## config.mk

```make
export PLATFORM = sky130hd
export DESIGN_NAME = branch_offset_narrow19
export DESIGN_NICKNAME = d
export VERILOG_FILES = /design/src/rtl/branch_offset_narrow19.sv
export SDC_FILE = /design/constraint.sdc
export NUM_CORES = 1
export LEC_CHECK = 0
export CAP_MARGIN = 20
export CORE_MARGIN = 1.5
export CORE_UTILIZATION = 36
export DETAILED_ROUTE_END_ITERATION = 8
export PLACE_DENSITY = 0.67
export SLEW_MARGIN = 10
export SYNTH_ARGS = -nofsm -noshare
export SYNTH_HDL_FRONTEND = slang
export SYNTH_SLANG_ARGS = --single-unit
```

## constraint.sdc

```tcl
create_clock -name clk -period 2.38 [get_ports clk]
set_input_delay 0.476 -clock clk [delete_from_list [all_inputs] [get_ports clk]]
set_output_delay 0.476 -clock clk [all_outputs]
set_load 0.005 [all_outputs]
```

## src/rtl/branch_offset_narrow19.sv

```systemverilog
`default_nettype none
// ============================================================================
// Module   : branch_offset_narrow19
// Purpose  : Narrows a 64-bit signed byte displacement into the OUT_W-bit
//            signed word-offset field of a CB-type branch. The value is
//            range-checked and misalignment is flagged. Out-of-range values
//            are either saturated or truncated. Flagged results are counted.
//            The block is a two-stage valid/ready pipeline with full
//            backpressure and a throughput of one value per cycle.
// Ports    : clk          - clock, rising edge
//            reset_n      - asynchronous active-low reset
//            in_valid     - input value offered
//            in_ready     - input accepted this cycle when high
//            in_value     - signed byte displacement [63:0]
//            out_valid    - result available
//            out_ready    - consumer accepts result
//            out_field    - encoded signed word offset [OUT_W-1:0]
//            out_ovf      - value did not fit in OUT_W bits after the shift
//            out_misalign - low SHIFT bits of in_value were nonzero
//            err_count    - saturating count of flagged results consumed
//            clear_err    - synchronous clear of err_count (wins over increment)
// Revision : 1.0 - initial release
// ============================================================================
module branch_offset_narrow19 #(
    parameter int OUT_W    = 19,
    parameter int SHIFT    = 2,
    parameter int SATURATE = 1,
    parameter int CNT_W    = 16
) (
    input  logic             clk,
    input  logic             reset_n,
    input  logic             in_valid,
    output logic             in_ready,
    input  logic [63:0]      in_value,
    output logic             out_valid,
    input  logic             out_ready,
    output logic [OUT_W-1:0] out_field,
    output logic             out_ovf,
    output logic             out_misalign,
    output logic [CNT_W-1:0] err_count,
    input  logic             clear_err
);

    localparam logic [CNT_W-1:0] c_cnt_max = '1;
    localparam int               c_up_w    = 64 - OUT_W + 1;

    // Stage 1: shifted value reduced to its low field bits plus sign and fit flag
    logic             s1_valid_q, s1_valid_d;
    logic [OUT_W-1:0] s1_low_q,   s1_low_d;
    logic             s1_neg_q,   s1_neg_d;
    logic             s1_fits_q,  s1_fits_d;
    logic             s1_mis_q,   s1_mis_d;

    // Stage 2: encoded result presented on the outputs
    logic             s2_valid_q, s2_valid_d;
    logic [OUT_W-1:0] s2_field_q, s2_field_d;
    logic             s2_ovf_q,   s2_ovf_d;
    logic             s2_mis_q,   s2_mis_d;

    logic [CNT_W-1:0] err_q, err_d;

    logic [63:0]       w_shifted;
    logic [c_up_w-1:0] w_upper;
    logic              w_fits;
    logic              w_mis;
    logic              w_in_hs;
    logic              w_out_hs;
    logic              w_s2_load;
    logic [OUT_W-1:0]  w_sat_field;
    logic [OUT_W-1:0]  w_enc_field;

    // Arithmetic shift floors toward minus infinity for misaligned negatives
    assign w_shifted = $signed(in_value) >>> SHIFT;
    // The value fits when every bit from the field's sign bit upward matches
    assign w_upper   = w_shifted[63:OUT_W-1];
    assign w_fits    = (&w_upper) | ~(|w_upper);
    assign w_mis     = |in_value[SHIFT-1:0];

    assign w_out_hs  = s2_valid_q & out_ready;
    assign w_s2_load = ~s2_valid_q | w_out_hs;
    // Stage 1 frees up in the same cycle it moves into stage 2
    assign in_ready  = ~s1_valid_q | w_s2_load;
    assign w_in_hs   = in_valid & in_ready;

    generate
        if (SATURATE != 0) begin : g_sat
            // Clamp to the most positive or most negative field value
            assign w_sat_field = s1_neg_q ? {1'b1, {(OUT_W-1){1'b0}}}
                                          : {1'b0, {(OUT_W-1){1'b1}}};
        end else begin : g_trunc
            assign w_sat_field = s1_low_q;
        end
    endgenerate

    assign w_enc_field = s1_fits_q ? s1_low_q : w_sat_field;

    always_comb begin
        s1_valid_d = s1_valid_q;
        s1_low_d   = s1_low_q;
        s1_neg_d   = s1_neg_q;
        s1_fits_d  = s1_fits_q;
        s1_mis_d   = s1_mis_q;
        s2_valid_d = s2_valid_q;
        s2_field_d = s2_field_q;
        s2_ovf_d   = s2_ovf_q;
        s2_mis_d   = s2_mis_q;
        err_d      = err_q;

        if (w_in_hs) begin
            s1_valid_d = 1'b1;
            s1_low_d   = w_shifted[OUT_W-1:0];
            s1_neg_d   = w_shifted[63];
            s1_fits_d  = w_fits;
            s1_mis_d   = w_mis;
        end else if (w_s2_load) begin
            s1_valid_d = 1'b0;
        end

        if (w_s2_load) begin
            s2_valid_d = s1_valid_q;
            // Data only moves with a real value so the outputs keep the last result
            if (s1_valid_q) begin
                s2_field_d = w_enc_field;
                s2_ovf_d   = ~s1_fits_q;
                s2_mis_d   = s1_mis_q;
            end
        end

        if (clear_err) begin
            err_d = '0;
        end else if (w_out_hs && (s2_ovf_q || s2_mis_q) && (err_q != c_cnt_max)) begin
            err_d = err_q + 1'b1;
        end
    end

    always_ff @(posedge clk or negedge reset_n) begin
        if (!reset_n) begin
            s1_valid_q <= 1'b0;
            s1_low_q   <= '0;
            s1_neg_q   <= 1'b0;
            s1_fits_q  <= 1'b0;
            s1_mis_q   <= 1'b0;
            s2_valid_q <= 1'b0;
            s2_field_q <= '0;
            s2_ovf_q   <= 1'b0;
            s2_mis_q   <= 1'b0;
            err_q      <= '0;
        end else begin
            s1_valid_q <= s1_valid_d;
            s1_low_q   <= s1_low_d;
            s1_neg_q   <= s1_neg_d;
            s1_fits_q  <= s1_fits_d;
            s1_mis_q   <= s1_mis_d;
            s2_valid_q <= s2_valid_d;
            s2_field_q <= s2_field_d;
            s2_ovf_q   <= s2_ovf_d;
            s2_mis_q   <= s2_mis_d;
            err_q      <= err_d;
        end
    end

    assign out_valid    = s2_valid_q;
    assign out_field    = s2_field_q;
    assign out_ovf      = s2_ovf_q;
    assign out_misalign = s2_mis_q;
    assign err_count    = err_q;

endmodule
`default_nettype wire

```

**Word-level counts from Yosys, hierarchy flattened**

Cells that the tools add are included.

- Output and inout bits: 39
- Register bits: 61
- Input bits: 69

- Reductions and logical operators: 9
- Bitwise gates (word level): 9
- Multiplexer cells: 6
- $add $sub $neg: 1
- Equal/unequal tests: 1

Operator list:

| operator | count |
|---|---|
| $reduce_and 44->1 | 1 |
| $reduce_or 44->1 | 1 |
| $mux 19 | 2 |
| $mux 16 | 2 |
| $add 16x1->16 const B | 1 |
| $ne 16x16->1 const B | 1 |
| $not 1->1 | 4 |
| $reduce_bool 2->1 | 2 |
| $or 1x1->1 | 3 |
| $and 1x1->1 | 2 |
| $logic_and 1x1->1 | 2 |
| $mux 1 | 2 |
| $reduce_and 2->1 | 1 |
| $reduce_or 2->1 | 1 |
| $logic_or 1x1->1 | 1 |

**Longest topological paths before layout**

- Word-level depth: 5
- Mapped depth: 6

**Worst setup path before layout**

OpenSTA, ideal clock, no wires.

- Kind: reg2reg
- From: register err_q[4], in the netlist err_count[4]
- To: register err_q[13], in the netlist err_count[13]
- Buffers on the path: 0
- Clock period less this slack: 1.715 ns
- Slack: 0.665 ns
- Arrival: 1.637 ns
- Library setup time: 0.078 ns
- Stages on the path, launching flop included: 5
- Path through: dfrtp_1 -> nand4_2 -> or3_4 -> or4_1 -> a21oi_1

- Longest elaborated chain between the ends: 3
- Elaborated cells on any way between the ends: 6

Ends and longest elaborated chain:

| what | RTL line | text |
|---|---|---|
| start: declaration | 60 | `logic [CNT_W-1:0] err_q, err_d;` |
| start signal: assignment | 158 | `err_q <= err_d;` |
| $add 16x1->16 / $ne 16x16->1 (equally long branches) | 132, 131 |  |
| $mux 16 / $logic_and 1x1->1 (equally long branches) | 131 | `end else if (w_out_hs && (s2_ovf_q \|\| s2_mis_q) && (err_q != c_cnt_max)) begin` |
| $mux 16 / $reduce_bool 2->1 (equally long branches) | n/a |  |

Several ways; a longest one is shown, not always the timed one. The select of a mux whose other input is x is not followed.
A chain may end at the register's enable or synchronous reset.

**Worst setup path in the final report**

- From: input out_ready
- To: output in_ready

- Longest elaborated chain between the ends: 3

Ends and longest elaborated chain:

| what | RTL line | text |
|---|---|---|
| start: declaration | 36 | `input logic out_ready,` |
| $and 1x1->1 | 79 | `assign w_out_hs = s2_valid_q & out_ready;` |
| $or 1x1->1 | 80 | `assign w_s2_load = ~s2_valid_q \| w_out_hs;` |
| $or 1x1->1 | 82 | `assign in_ready = ~s1_valid_q \| w_s2_load;` |
| end: declaration | 33 | `output logic in_ready,` |

Every way passes these cells.

==> results_dict.tcl <==
set metrics [dict create \
    outcome "completed" \
    setup-tns-final_ps 0 \
    synth_fp_nets 351 \
    clk_latency_ps 340 \
    areaGrowthSynthToFinish_pct 51.30 \
    synth.yosys.seq_area_share_pct 52.95 \
    design.portCount 108 \
    drt-total-wl_mm 7.327 \
    postCtsSetupBuffers 0 \
    grt_overflow_total 0 \
    drt-initial-drc-count 97 \
    initial_antenna_violation_count 0 \
    clockRootBuffer "clkbuf_8" \
    cell_types_with_the_largest_area_share_after_synthesis "dfrtp_1 53%, mux2_2 10%, a21oi_1 5.4%" \
    h_tree_levels 3 \
    grt_setup_unrepaired "false" \
    p_per_area_nw_per_um2 668.0 \
    synthDominantAreaCellType "dfrtp_1" \
    via_count_of_the_first_global_routing_pass 2672 \
    dieWidth_um 92.49 \
    portbufs 107 \
    peak_vdd_ir_mv 0.3400 \
    total_setup_violations_reported_at_the_end_of_the_flow 0 \
    timing_max_transition_violations_final 0 \
    period_share_pct 89.00 \
    max-slew-margin-rel_pct 58.70 \
    finish.cell_count_without_fillers 506 \
    finClkSkew_ps 9.401 \
    floorplan.initialDensity_pct 37.31 \
    detailedPlace.worstSlack_ps 111.0 \
    drtPass1Iterations 4 \
    critical_path.startpoint_type "input port" \
    fill_cells 648 \
    total_leakage_power_nw 1.732 \
    sequential_cell_area_um2 1526 \
    drt.antenna.violating_nets 0 \
    worst-endpoint-required_ps 1900 \
    grt_max_degree 30 \
    final-hold-violation-count 0 \
    max_freq_mhz 472.1 \
    grt_first_pass_wirelength_mm 12.12 \
    clockBufferDepth 2 \
    timing.hold.worst.class "input port to async pin" \
    multiInputGateArea_um2 1304 \
    drc_errors 0 \
    timing.final.crit_period_ps 2118 \
    cts_made_buffers 9 \
    critPathArrivalTime_ps 1640 \
    synthesis.instances 281 \
    synth_area_um2 2883 \
    avgSynthCellArea_um2 10.26 \
    crit_path_end_kind "output port" \
    total_instance_count_after_detailed_placement 490 \
    leading_cell_types_in_the_layout_fill_and_taps_excluded "106 x clkdlybuf4s50_1, 61 x dfrtp_1, 33 x nand2_1" \
    diodes 0 \
    post_cts_hold_buffer_count 0 \
    placement_rows 32 \
    worstPathMaxFanout 3 \
    layout-drive-gt1-share_pct 14.36 \
    clock_slew_at_reported_path_ffs_ps 70 \
    dieArea_um2 8553 \
    post-route-worst-setup-slack_ps 261.8 \
    worst_pin_slew_ps 617.6 \
    cts.sink_count 61 \
    vias 2661 \
    tritoncts "built" \
    post_synth_top_area_share_pct 52.95 \
    postSynthRegisterBits 61 \
    die_height_um 92.49 \
    route.detailed.vias_per_inst 5.259 \
    hpwl_mm 5.659 \
    ctsResizeCount 0 \
    place.gp.congestion 0.8698 \
    maxCapViolCount 0 \
    coreArea_um2 7727 \
    yosys.cell_types.count 33 \
    worst-setup-path-type "input port to output port" \
    track_usage_pct 18.26 \
    final_nets 469 \
    detail_route.wl_per_cell_um 14.48 \
    synthesis.yosys.warnings 0 \
    final_common_cell "clkdlybuf4s50_1" \
]
[registers in the layout (all words and copies together) (netlist names)]
signal	count
out_misalign	1
s1_mis_q	1
s1_neg_q	1
out_ovf	1
out_field	19
s1_fits_q	1
out_valid	1
s1_valid_q	1
err_count	16
s1_low_q	19
[path summary, 6_finish.rpt]
kind                                           from                        end  slack [ps]  depth (start not counted)
hold reg to reg            out_field[2]$_DFFE_PN0P_   out_field[2]$_DFFE_PN0P_         480                          2
hold / removal                              reset_n  err_count[13]$_DFFE_PN0P_         120                          1
min in group clk           out_field[2]$_DFFE_PN0P_   out_field[2]$_DFFE_PN0P_         480                          2
setup reg to reg           err_count[0]$_DFFE_PN0P_   err_count[0]$_DFFE_PN0P_         480                          5
max in group asynchronous                   reset_n  err_count[14]$_DFFE_PN0P_        1510                          2
setup / recovery                          out_ready                   in_ready         260                          3
[stage by stage]
stage / hold slack (ps) / area (um^2) / utilization, % / power [W]
CTS: 127.5 / 4362 / 56.44 / 0.002957
global placement: 463.0 / 4121 / 53.34 / 0.001818
global route: 169.7 / 4362 / 56.44 / 0.003055
detailed placement: 471.0 / 4121 / 53.34 / 0.001835
finish: 123.3 / 4362 / 56.44 / 0.002914
floorplan: 180.4 / 2883 / - / 0.001447
[critical path: stages]
cell and delay (ps):
clkdlybuf4s50_1 490, nand3b_1 160, clkdlybuf4s50_1 510
[power by group]
part	internal [W]	leakage (nW)	switching [W]
registers	0.00117	0.759	0.0000818
clock network	0.000723	0.121	0.000383
logic	0.000347	0.853	0.000208
total	0.00224	1.73	0.000672
[Yosys cell counts, drive strengths merged]
library cell,count
and4,3
o41ai,3
a21boi,1
a211oi,1
or3,3
o31ai,5
nand3b,1
and3,1
ha,1
dfrtp,61
nor3,3
nand4,16
inv,2
and2,1
clkbuf,12
nand4b,1
nor2b,6
mux2i,2
or4,8
a21oi,31
nand2,33
mux2,26
o211a,1
o21ai,22
nor4,14
nand2b,6
nand3,8
nor2,9
[routing by layer]
metal / part of all wire (%) / vias to the layer above / wire length [um] / global-route usage (%)
li1: - / 1287 / - / -
met1: 40 / 1255 / 2948 / 20.10
met2: 49 / 107 / 3582 / 31.43
met3: 9.2 / 12 / 674 / 7.389
met4: 1.7 / 0 / 121 / 6.795
met5: 0 / - / 0 / 0
[cell families (layout without fill, tap and decap cells)]
group | count (synthesis) | in the layout | share of synthesized area (%)
simple gates | 113 | 113 | 21.66
mux | 28 | 28 | 10.85
fa+ha+maj | 1 | 1 | 0.4340
flops | 61 | 61 | 52.95
buf+inv | 14 | 137 | 1.823
compound gates | 64 | 64 | 12.28
[area by class of cell]
class                   count  share of cell area (%)
flip-flops and latches     61                   35.00
clock buffers              12                   3.328
inverters                   2                  0.1721
clock inverters             4                   2.180
well taps                 102                   2.926
multi-input cells         206                   29.89
repair buffers            119                   26.51
(Power assumes the default switching activity.)
